## config.mk

```make
export PLATFORM = sky130hd
export DESIGN_NAME = helppll_ctrl
export DESIGN_NICKNAME = d
export VERILOG_FILES = /design/src/rtl/helppll_pkg.sv /design/src/rtl/helppll_dac_hs.sv /design/src/rtl/helppll_ctrl.sv
export SDC_FILE = /design/constraint.sdc
export NUM_CORES = 1
export LEC_CHECK = 0
export CAP_MARGIN = 20
export CORE_MARGIN = 2
export CORE_UTILIZATION = 35
export DETAILED_ROUTE_END_ITERATION = 6
export REMOVE_ABC_BUFFERS = 1
export SETUP_SLACK_MARGIN = 0.05
export SKIP_CTS_REPAIR_TIMING = 1
export SYNTH_ARGS = -nofsm -noshare
export SYNTH_HDL_FRONTEND = slang
export SYNTH_SLANG_ARGS = --single-unit
```

## constraint.sdc

```tcl
create_clock -name clk -period 11.9 [get_ports clk]
set_input_delay 3.57 -clock clk [delete_from_list [all_inputs] [get_ports clk]]
set_output_delay 3.57 -clock clk [all_outputs]
set_load 0.01 [all_outputs]
```

## src/rtl/helppll_pkg.sv

```systemverilog
// -----------------------------------------------------------------------------
// helppll_pkg
// Shared definitions for the helper-clock PLL loop controller.
//   state_t          : loop state, encoded as seen on the controller's state port
//   ACC_FRAC         : fractional bits carried below the DAC code in the accumulator
//   COARSE_EXIT_CNT  : consecutive in-tolerance strobes needed to leave COARSE
//   sat_add()        : signed add clamped to [0, max_val]
// -----------------------------------------------------------------------------
package helppll_pkg;

  typedef enum logic [1:0] {
    ST_IDLE   = 2'd0,
    ST_COARSE = 2'd1,
    ST_FINE   = 2'd2,
    ST_LOCKED = 2'd3
  } state_t;

  localparam int ACC_FRAC        = 8;
  localparam int COARSE_EXIT_CNT = 2;

  // Operands are carried at 64 bits so that an accumulator of up to ~30 bits
  // plus a shifted 32-bit error can never overflow before the clamp.
  function automatic logic [63:0] sat_add(input logic signed [63:0] a,
                                          input logic signed [63:0] b,
                                          input logic        [63:0] max_val);
    logic signed [63:0] sum;
    sum = a + b;
    if (sum < 0)
      sat_add = '0;
    else if (sum > $signed(max_val))
      sat_add = max_val;
    else
      sat_add = sum;
  endfunction

endpackage

```

## src/rtl/helppll_dac_hs.sv

```systemverilog
// -----------------------------------------------------------------------------
// helppll_dac_hs
// One-entry, latest-wins valid/ready output register for the tuning DAC.
// A new update always overwrites the held word; nothing is ever queued.
//   clk, resetn : clock, synchronous active-low reset
//   i_flush     : drop any pending word (valid forced low)
//   i_upd       : load i_data and raise valid
//   i_data      : word to present
//   i_ready     : downstream ready
//   o_data      : held word
//   o_valid     : handshake valid
// -----------------------------------------------------------------------------
module helppll_dac_hs import helppll_pkg::*; #(
  parameter int              WIDTH      = 16,
  parameter logic [WIDTH-1:0] RESET_DATA = '0
) (
  input  logic             clk,
  input  logic             resetn,
  input  logic             i_flush,
  input  logic             i_upd,
  input  logic [WIDTH-1:0] i_data,
  input  logic             i_ready,
  output logic [WIDTH-1:0] o_data,
  output logic             o_valid
);

  logic [WIDTH-1:0] r_data;
  logic             r_valid;

  // NOTE: sequential state uses non-blocking assignments only, so every
  // register samples the pre-edge values of every other register.
  always_ff @(posedge clk) begin
    if (!resetn) begin
      r_data  <= RESET_DATA;
      r_valid <= 1'b0;
    end else if (i_flush) begin
      r_valid <= 1'b0;
    end else if (i_upd) begin
      // If a transfer completes this same cycle, the old word has gone out and
      // the new one is presented with valid still high.
      r_data  <= i_data;
      r_valid <= 1'b1;
    end else if (r_valid && i_ready) begin
      r_valid <= 1'b0;
    end
  end

  assign o_data  = r_data;
  assign o_valid = r_valid;

endmodule

```

## src/rtl/helppll_ctrl.sv

```systemverilog
// -----------------------------------------------------------------------------
// helppll_ctrl
// Loop controller for the helper-clock PLL (reference-clock domain). Consumes
// frequency-comparator errors, schedules the comparator gate length, runs a
// coarse/fine saturating integrator that drives the tuning DAC, reports lock.
//
// Ports
//   clk, resetn      : reference clock, synchronous active-low reset
//   enable           : run the loop; low forces IDLE and drops pending DAC writes
//   dac_init         : DAC code loaded on each enable rise
//   freqdiff         : signed comparator error (positive = helper fast)
//   stb_freqdiff     : one-cycle qualifier for freqdiff
//   refcntsamp       : comparator gate length
//   dac_data/valid   : tuning DAC word and valid; dac_ready is its ready
//   locked           : loop locked
//   lock_lost        : one-cycle pulse on LOCKED -> COARSE
//   state            : IDLE=0, COARSE=1, FINE=2, LOCKED=3
//   dbacc, dblosscnt : debug accumulator and lock-loss count
//
// Build option: define HELPPLL_CTRL_DBG_EN to drive dbacc/dblosscnt; when it
// is undefined both debug ports read zero and the loss counter is not built.
// Settle and lock counters are 8 bits, so SETTLE and LOCK_CNT must be < 256.
// -----------------------------------------------------------------------------
module helppll_ctrl import helppll_pkg::*; #(
  parameter int DWIDTH      = 32,
  parameter int DACWIDTH    = 16,
  parameter int GATE_COARSE = 1000,
  parameter int GATE_FINE   = 10000,
  parameter int COARSE_GAIN = 4,
  parameter int COARSE_TOL  = 8,
  parameter int LOCK_TOL    = 1,
  parameter int LOCK_CNT    = 4,
  parameter int SETTLE      = 2
) (
  input  logic                       clk,
  input  logic                       resetn,
  input  logic                       enable,
  input  logic [DACWIDTH-1:0]        dac_init,
  input  logic signed [DWIDTH-1:0]   freqdiff,
  input  logic                       stb_freqdiff,
  output logic [DWIDTH-1:0]          refcntsamp,
  output logic [DACWIDTH-1:0]        dac_data,
  output logic                       dac_valid,
  input  logic                       dac_ready,
  output logic                       locked,
  output logic                       lock_lost,
  output logic [1:0]                 state,
  output logic [DACWIDTH+7:0]        dbacc,
  output logic [15:0]                dblosscnt
);

  localparam int              AW        = DACWIDTH + ACC_FRAC;
  localparam logic [63:0]     ACC_MAX   = (64'd1 << AW) - 64'd1;
  localparam logic [AW-1:0]   ACC_RST   = {1'b1, {(AW-1){1'b0}}};
  localparam logic [DWIDTH:0] C_TOL     = (DWIDTH+1)'(COARSE_TOL);
  localparam logic [DWIDTH:0] L_TOL     = (DWIDTH+1)'(LOCK_TOL);
  localparam logic [7:0]      SETTLE_W  = 8'(SETTLE);
  localparam logic [7:0]      LOCK_CNT_W = 8'(LOCK_CNT);
  localparam logic [7:0]      C_EXIT_W  = 8'(COARSE_EXIT_CNT);

  state_t        r_state, w_state_nxt;
  logic [AW-1:0] r_acc, w_acc_nxt;
  logic [7:0]    r_settle, w_settle_nxt;
  logic [7:0]    r_cnt, w_cnt_nxt;
  logic          r_enable_d;
  logic          r_dac_upd, w_dac_upd_nxt;
  logic          r_lock_lost, w_lock_lost_nxt;

  // |e| at DWIDTH+1 bits so the most negative error negates without overflow.
  logic signed [DWIDTH:0] w_e_wide;
  logic        [DWIDTH:0] w_abs_e;
  logic                   w_in_coarse, w_in_lock;

  assign w_e_wide    = {freqdiff[DWIDTH-1], freqdiff};
  assign w_abs_e     = w_e_wide[DWIDTH] ? -w_e_wide : w_e_wide;
  assign w_in_coarse = (w_abs_e <= C_TOL);
  assign w_in_lock   = (w_abs_e <= L_TOL);

  // Integrator step: COARSE uses the shifted error, FINE/LOCKED the raw error.
  logic signed [63:0] w_fd_ext, w_delta, w_acc64;
  assign w_fd_ext = {{(64-DWIDTH){freqdiff[DWIDTH-1]}}, freqdiff};
  assign w_delta  = (r_state == ST_COARSE) ? -(w_fd_ext <<< COARSE_GAIN) : -w_fd_ext;
  assign w_acc64  = {{(64-AW){1'b0}}, r_acc};

  // NOTE: every signal written here gets a default first, so no path through
  // the block leaves one unassigned and no latch is inferred.
  always_comb begin
    w_state_nxt     = r_state;
    w_acc_nxt       = r_acc;
    w_settle_nxt    = r_settle;
    w_cnt_nxt       = r_cnt;
    w_dac_upd_nxt   = 1'b0;
    w_lock_lost_nxt = 1'b0;

    if (!enable) begin
      w_state_nxt  = ST_IDLE;
      w_settle_nxt = '0;
      w_cnt_nxt    = '0;
    end else if (!r_enable_d) begin
      w_acc_nxt     = {dac_init, {ACC_FRAC{1'b0}}};
      w_dac_upd_nxt = 1'b1;
      w_settle_nxt  = SETTLE_W;
      w_cnt_nxt     = '0;
      w_state_nxt   = ST_COARSE;
    end else if (stb_freqdiff && (r_state != ST_IDLE)) begin
      if (r_settle != '0) begin
        w_settle_nxt = r_settle - 8'd1;
      end else begin
        // Accumulator moves with the current state's gain before any transition.
        w_acc_nxt     = AW'(sat_add(w_acc64, w_delta, ACC_MAX));
        w_dac_upd_nxt = 1'b1;
        case (r_state)
          ST_COARSE: begin
            w_cnt_nxt = w_in_coarse ? r_cnt + 8'd1 : '0;
            if (w_cnt_nxt == C_EXIT_W) begin
              w_state_nxt  = ST_FINE;
              w_settle_nxt = SETTLE_W;
              w_cnt_nxt    = '0;
            end
          end
          ST_FINE, ST_LOCKED: begin
            if (!w_in_coarse) begin
              w_state_nxt     = ST_COARSE;
              w_settle_nxt    = SETTLE_W;
              w_cnt_nxt       = '0;
              w_lock_lost_nxt = (r_state == ST_LOCKED);
            end else if (r_state == ST_FINE) begin
              w_cnt_nxt = w_in_lock ? r_cnt + 8'd1 : '0;
              if (w_cnt_nxt == LOCK_CNT_W) begin
                w_state_nxt = ST_LOCKED;
                w_cnt_nxt   = '0;
              end
            end
          end
          default: ;
        endcase
      end
    end
  end

  // NOTE: reset is synchronous -- it is just the highest-priority branch under
  // the clock edge, with no reset term in the sensitivity list.
  always_ff @(posedge clk) begin
    if (!resetn) begin
      r_state     <= ST_IDLE;
      r_acc       <= ACC_RST;
      r_settle    <= '0;
      r_cnt       <= '0;
      r_enable_d  <= 1'b0;
      r_dac_upd   <= 1'b0;
      r_lock_lost <= 1'b0;
    end else begin
      r_state     <= w_state_nxt;
      r_acc       <= w_acc_nxt;
      r_settle    <= w_settle_nxt;
      r_cnt       <= w_cnt_nxt;
      r_enable_d  <= enable;
      r_dac_upd   <= w_dac_upd_nxt;
      r_lock_lost <= w_lock_lost_nxt;
    end
  end

  helppll_dac_hs #(
    .WIDTH      (DACWIDTH),
    .RESET_DATA (ACC_RST[AW-1:ACC_FRAC])
  ) u_dac_hs (
    .clk     (clk),
    .resetn  (resetn),
    .i_flush (!enable),
    .i_upd   (r_dac_upd),
    .i_data  (r_acc[AW-1:ACC_FRAC]),
    .i_ready (dac_ready),
    .o_data  (dac_data),
    .o_valid (dac_valid)
  );

  assign refcntsamp = ((r_state == ST_FINE) || (r_state == ST_LOCKED)) ?
                      DWIDTH'(GATE_FINE) : DWIDTH'(GATE_COARSE);
  assign locked     = (r_state == ST_LOCKED);
  assign lock_lost  = r_lock_lost;
  assign state      = r_state;

`ifdef HELPPLL_CTRL_DBG_EN
  logic [15:0] r_loss_cnt;

  always_ff @(posedge clk) begin
    if (!resetn)
      r_loss_cnt <= '0;
    else if (w_lock_lost_nxt && (r_loss_cnt != 16'hFFFF))
      r_loss_cnt <= r_loss_cnt + 16'd1;
  end

  assign dbacc     = r_acc;
  assign dblosscnt = r_loss_cnt;
`else
  assign dbacc     = '0;
  assign dblosscnt = '0;
`endif

endmodule
```

==> summary.txt, run 1 <==
Timing
  – Worst Tran Pin Value: 1.07 ns
  – Final setup fails: 0
  – Unrepaired setup endpoints after global routing: false
  – Min cycle time layout: 8.89 ns
  – Setup TNS: 0 ns
  – Final Hold Viols: 0
  – Post-Route Skew: 0.00679 ns
  – Final worst path period share: 74.7%
  – Fmax: 0.113 GHz
  – Slew headroom: 28.0%
  – Pins Over Slew Limit: 0
  – Final Worst Setup Slack: 3.01 ns

Power
  – Reg power frac: 31.6%
  – Switch Pwr: 0.241 mW
  – Combinational share of power: 31.5%
  – LEAKAGE: 3.01 nW
  – Switching Share: 34.2%
  – PwrDens: 87.4 nW/um^2
  – Internal Power: 0.463 mW
  – Maximum vdd ir drop: 0.0609 mV
  – Total design power: 0.704 mW
  – Clock share of power: 37.0%

Placement
  – Cell Area, Placed: 7760 sq um
  – Gpl congestion: 0.899
  – DP HPWL: 16100 um
  – Port bufs: 80
  – Pre-CTS setup slack: 2.81 ns

Cells and area
  – Layout area overhead: 13.2%
  – Multi-input logic area: 5260 sq um
  – Ant diodes: 0
  – Sequential Area: 1240 sq um
  – Layout cells sized above 1: 6.67%
  – Nets@finish: 1105
  – Finished Core Util: 40.1%
  – Fin area: 8060 sq um
  – Filler cell count: 2101

CTS
  – Inserted Clock Buffers: 9
  – Clk_lat worst skew: 0.33 ns
  – H-tree depth: 3
  – Sink Count: 62
  – CTS root buffer: clkbuf_16
  – CTS tree: done
  – Worst-path clk slew: 0.06 ns
  – CTS max path bufs: 2

Routing
  – Detail-routed via count per cell: 5.54
  – Total routed wirelength: 20600 um
  – Initial DRC count: 501
  – Routed len/inst: 16.0 um
  – Drc violations: 0
  – ANT nets after route: 0
  – Vias post-DR: 7151
  – Drt pass-1 iters: 5

Logic synthesis
  – Synth async-reset ratio: 0%
  – Post-Syn Area: 7110 sq um
  – Yosys cell types: 82
  – Cell accounting for the most synthesized area: dfxtp_1
  – Avg Inst Size Synth: 7.22 sq um
  – Synth warn: 0
  – Ys flop type: dfxtp_1
  – Sequential-to-total area share from yosys stat: 17.4%
  – Cells after synthesis: 985
  – Synth Register Bits: 62
  – Synth area leaders: dfxtp_1, buf_4, ha_1
  – Post-synth EDFFs: 0
  – Share of Yosys cell area claimed by the top area cell type: 17.4%

Setup path
  – Critical Path RT: 12.10 ns
  – CP max FO: 11
  – Slowest-stage cell, CP: or4_1
  – Critical Path Source Type: input port
  – Kind of critical path: in -> reg
  – CP Cell Sequence: clkdlybuf4s50_1 -> inv_1 -> ha_1 -> nor3b_4 -> nand4_1 -> or4_1 -> nand2_1 -> o21ai_0 -> ha_1 -> and2_1 -> nor2b_1 -> o21ai_0 -> a22oi_1 -> nand2_1 -> or3_1 -> o31ai_1 -> a21oi_1 -> o311ai_0 -> a21oi_2
  – R2R depth: 15
  – Worst setup EP type: flop
  – Reg-to-reg setup timing slack: 7.07 ns
  – Worst R2R End: r_acc[15]
  – CP arrival: 9.09 ns
  – Worst path max stage delay: 0.58 ns
  – Worst r2r src: state[1]

Global route
  – Antenna violations before repair: 0
  – GRT overflow: 0
  – Vias in the first global route: 6338
  – First-pass GRT wire length: 33200 um
  – GRT Util Overall: 18.7%
  – Largest net degree at the start of global routing: 51

Floorplan
  – Die width: 147 um
  – Initial Utilization: 35.4%
  – Die span in y: 147 um
  – Die area: 21500 sq um
  – Core footprint: 20100 sq um
  – Ports: 146
  – Num rows: 52

Run status
  – Outcome: finished clean

Hold path
  – WHS Path Cells: 2
  – Hold wc startpoint: u_dac_hs.o_data[2]
  – Worst Hold Class: reg -> reg
  – Worst Hold End: u_dac_hs.o_data[2]

Flow run
  – Maxcap violations: 0
==> how the worst max path moves through the flow <==
| stage | from | end | slack, ns | depth (start not counted) |
|---|---|---|---|---|
| final | freqdiff[0] | r_acc[16] | 3.01 | 19 |
| after global routing | freqdiff[0] | r_acc[10] | 2.42 | 19 |
| after CTS | freqdiff[0] | r_acc[10] | 3.12 | 19 |
| after detailed placement | freqdiff[0] | r_acc[4] | 2.81 | 19 |
| after global placement | freqdiff[2] | r_acc[12] | 2.93 | 17 |
| after floorplan | freqdiff[0] | r_acc[12] | 3.67 | 18 |
==> logic make-up (layout without fill, tap and decap cells) <==
logic type / Yosys count / in the layout / share of synthesized area (%)
AO/OA/AOI/OAI: 296 / 296 / 28.1
flip-flops: 62 / 62 / 17.4
XOR/XNOR: 47 / 47 / 5.79
multiplexers: 7 / 7 / 1.04
AND/OR/NAND/NOR: 386 / 386 / 29.0
other: 2 / 65 / 0.106
buffers and inverters: 148 / 120 / 11.9
adder cells (fa/ha/maj): 37 / 37 / 6.61
==> worst max-delay path, delay by kind of cell <==
| kind | cells | cell delay (ns) |
|---|---|---|
| AOI/OAI and AO/OA | 7 | 1.80 |
| adders and majority gates | 2 | 0.63 |
| buffers and inverters | 2 | 0.59 |
| and+or+nand+nor | 8 | 2.48 |
==> layout make-up <==
type,instances,area share (%)
Clock buffer,9,2.80
Clock inverter,7,0.916
Inverter,18,0.839
Multi-Input combinational cell,838,65.3
Sequential cell,62,15.4
Tap cell,270,4.19
Timing Repair Buffer,86,10.5
==> per-layer routing <==
metal,share of wire [%],global-route usage (%),up-vias
met5,0,0,-
met4,2.5,6.12,0
met3,5.9,2.00,31
met2,43,28.7,301
met1,49,27.2,3268
li1,-,-,3551
==> cell usage after synthesis (6+ instances only) <==
master    number
nand2_1      116
nand2b_1       8
or3_1         25
nor2_1        60
a211oi_1       6
a22o_1         8
buf_4         71
a21o_1        13
or2_2          9
inv_1         18
nand4_1       19
or4_1         13
xor2_1        22
a31oi_1        7
a21oi_2       10
o211ai_1      13
and3_1         8
o31ai_1       10
a22oi_1        7
ha_1          36
o21bai_1       6
buf_2          8
a31o_2         6
o21a_1        12
nor3_1        34
xnor2_1       25
clkbuf_1      45
and2_1        16
a21boi_0      17
a21oi_1       69
nand3_1       24
nor4_1        20
dfxtp_1       62
o21ai_0       64
==> sequential cells by signal, summed over array words and instances, names as in the netlist <==
register,flops
r_acc,24
u_dac_hs.o_data,16
r_cnt,8
r_settle,8
state,2
lock_lost,1
r_dac_upd,1
r_enable_d,1
u_dac_hs.o_valid,1
==> through the flow <==
stage | instances | hold WS [ns]
2_1_floorplan | 918 | 0.444
3_3_place_gp | 1274 | 0.452
3_5_place_dp | 1274 | 0.456
4_1_cts | 1290 | 0.463
5_1_grt | 1290 | 0.480
6_report | 1290 | 0.458
==> power groups by stage <==
stage               registers (mW)  logic, mW  clock network, mW
CTS                          0.222      0.219              0.264
detailed placement           0.226      0.218                  0
global route                 0.223      0.246              0.273
floorplan                    0.224      0.145                  0
finish                       0.222      0.222              0.260
global placement             0.226      0.218                  0
==> layout by cell type, fill, tap and decap left out, drive strengths merged, types with 25 or more instances in the layout <==
cell type / count
dfxtp: 62
nor4: 25
nand2: 116
a21oi: 79
o21ai: 66
xnor2: 25
clkdlybuf4s50: 80
or3: 26
nor2: 60
conb: 65
ha: 36
nor3: 38
Power figures use the tool's default switching activity.
==> run 2, diff against run 1 <==
clock period = 8.75 ns   (was 11.9 ns; I/O delays follow)
==> run 2 against run 1 <==
Largest cell class unchanged. Critical path depth is the same. Highest routed layer unchanged. Wire length shrank 1.2%. Clock skew hardly changed. Largest power group unchanged. Global-route usage about the same. Combinational power rose by 36%. Sequential share of layout area is essentially flat. Sequential cell count unchanged. Power up 31%.
==> summary.txt, run 2 (synthesis results as in run 1) <==
Run status
  – Outcome: finished clean

Floorplan
  – Die span in y: 147 um (unchanged)
  – Ports: 146 (unchanged)
  – Core footprint: 20100 sq um (unchanged)
  – Die width: 147 um (unchanged)
  – Die area: 21500 sq um (unchanged)
  – Initial Utilization: 35.4% (unchanged)
  – Num rows: 52 (unchanged)

Setup path
  – WP buf/inv: 2 (unchanged)
  – Most used cell, CP: nand2_1
  – Top delay family on crit path: simple AND/OR/NAND/NOR gates
  – CP Cell Sequence: clkdlybuf4s50_1 -> inv_1 -> ha_1 -> nor3b_4 -> nand4_1 -> or4_1 -> nand2_1 -> o21ai_0 -> ha_1 -> and2_1 -> nor2b_1 -> o21ai_0 -> a22oi_1 -> nand2_1 -> nor4_1 -> nand4b_1 -> a21oi_1 -> nand2_1 -> o211ai_1
  – Worst setup EP type: flop
  – Worst path max stage delay: 0.60 ns (+0.02 ns)
  – CP arrival: 8.19 ns (-0.90 ns)
  – Critical Path RT: 9.00 ns (-3.10 ns)
  – Slowest-stage cell, CP: or4_1
  – Critical Path Source Type: input port
  – CP max FO: 11 (unchanged)
  – Kind of critical path: in -> reg
  – Reg-to-reg setup timing slack: 3.82 ns (-3.25 ns)

Global route
  – First-pass GRT wire length: 33100 um (-0.33%)
  – Antenna violations before repair: 0 (unchanged)
  – Largest net degree at the start of global routing: 51 (unchanged)
  – GRT overflow: 0 (unchanged)
  – GRT Util Overall: 18.7% (+0.049 points)
  – Vias in the first global route: 6440 (+1.6%)

Placement
  – Cell Area, Placed: 7770 sq um (+0.19%)
  – Gpl congestion: 0.883 (-1.7%)
  – DP HPWL: 15900 um (-1.4%)
  – Port bufs: 80 (unchanged)

Routing
  – Initial DRC count: 488 (-2.6%)
  – ANT nets after route: 0 (unchanged)
  – Routed len/inst: 15.7 um (-1.4%)
  – Drc violations: 0 (unchanged)
  – Vias post-DR: 7074 (-1.1%)
  – Detail-routed via count per cell: 5.48 (-1.2%)
  – Total routed wirelength: 20300 um (-1.2%)
  – Drt pass-1 iters: 5 (unchanged)

Cells and area
  – Largest Register: r_acc
  – Commonest non-fill, non-tap cells in the layout: nand2_1, clkdlybuf4s50_1, a21oi_1
  – Layout area overhead: 13.0%
  – Commonest non-fill, non-tap cell in the layout: nand2_1
  – Filler cell count: 2130 (+1.4%)
  – Layout cells sized above 1: 6.65% (-0.013 points)
  – Nets@finish: 1107 (+0.18%)
  – Fin area: 8040 sq um (-0.19%)
  – Ant diodes: 0 (unchanged)
  – Max reg flops: 24 (unchanged)

Power
  – Maximum vdd ir drop: 0.104 mV (+71%)
  – LEAKAGE: 3.01 nW (+0.24%)
  – PwrDens: 115 nW/um^2 (+32%)

CTS
  – CTS max path bufs: 2 (unchanged)
  – Clk_lat worst skew: 0.33 ns (about the same)
  – Worst-path clk slew: 0.05 ns (about the same)
  – CTS root buffer: clkbuf_16
  – CTS tree: done
  – Sink Count: 62 (unchanged)
  – H-tree depth: 3 (unchanged)
  – Inserted Clock Buffers: 9 (unchanged)

Timing
  – Min cycle time layout: 7.94 ns
  – Setup TNS: 0 ns (unchanged)
  – Final worst path period share: 90.8%
  – Min Hold Slack: 0.458 ns (+0.000656 ns)
  – Fmax: 0.126 GHz
  – Worst Tran Pin Value: 0.842 ns (-0.229 ns)
  – Unrepaired setup endpoints after global routing: false
  – Final Hold Viols: 0 (unchanged)
  – Post-Route Skew: 0.00651 ns (-0.000281 ns)
  – Slew headroom: 43.8% (+16 points)
  – Final setup fails: 0 (unchanged)
  – Pins Over Slew Limit: 0 (unchanged)

Hold path
  – Worst Hold Class: reg -> reg

Flow run
  – Maxcap violations: 0 (unchanged)
==> run 2: worst reg2reg max path, stage by stage (launching register included) <==
cell	delay, ns
dfxtp_1	0.64
nand2b_1	0.18
buf_4	0.34
mux2_2	0.41
ha_1	0.36
and3_1	0.22
a221o_1	0.40
a211o_1	0.37
a21o_1	0.25
o21a_1	0.24
nor2_1	0.10
o211ai_1	0.11
a2111o_1	0.41
nor4_4	0.25
buf_4	0.35
a31oi_1	0.15
==> run 2: stage by stage <==
step           power, mW  worst slack, ns  std cells  utilization, %
2_1_floorplan      0.502             1.47        918               -
3_3_place_gp       0.602            0.572       1276            38.7
3_5_place_dp       0.603            0.484       1276            38.7
4_1_cts            0.930            0.812       1292            40.0
5_1_grt            0.980            0.159       1292            40.0
6_report           0.924            0.805       1292            40.0
==> run 2: routing by layer <==
metal / part of all wire, % / track usage, %
met5: 0 / 0
met2: 43 / 29.1
met4: 2.2 / 6.02
met1: 49 / 26.9
met3: 5.5 / 2.22
==> run 2: cell type report <==
type / count / area [sq um] / area share, %
clock buffer: 12 / 246 / 3.07
clock inverter: 4 / 22.5 / 0.280
inverter: 18 / 67.6 / 0.840
multi-input combinational: 838 / 5260 / 65.5
sequential: 62 / 1240 / 15.4
tap: 270 / 338 / 4.20
timing repair buffer: 88 / 861 / 10.7
==> run 2: final timing paths <==
| kind | cells after the start | to | from |
|---|---|---|---|
| hold / removal | 2 | u_dac_hs.o_data[14] | u_dac_hs.o_data[14] |
| hold reg to reg | 2 | u_dac_hs.o_data[14] | u_dac_hs.o_data[14] |
| setup / recovery | 19 | r_acc[0] | freqdiff[0] |
| setup reg to reg | 15 | r_acc[15] | state[1] |
==> run 2: power breakdown <==
group / switching [mW] / internal [mW]
registers: 0.00978 / 0.292
logic: 0.183 / 0.118
clock network: 0.124 / 0.198
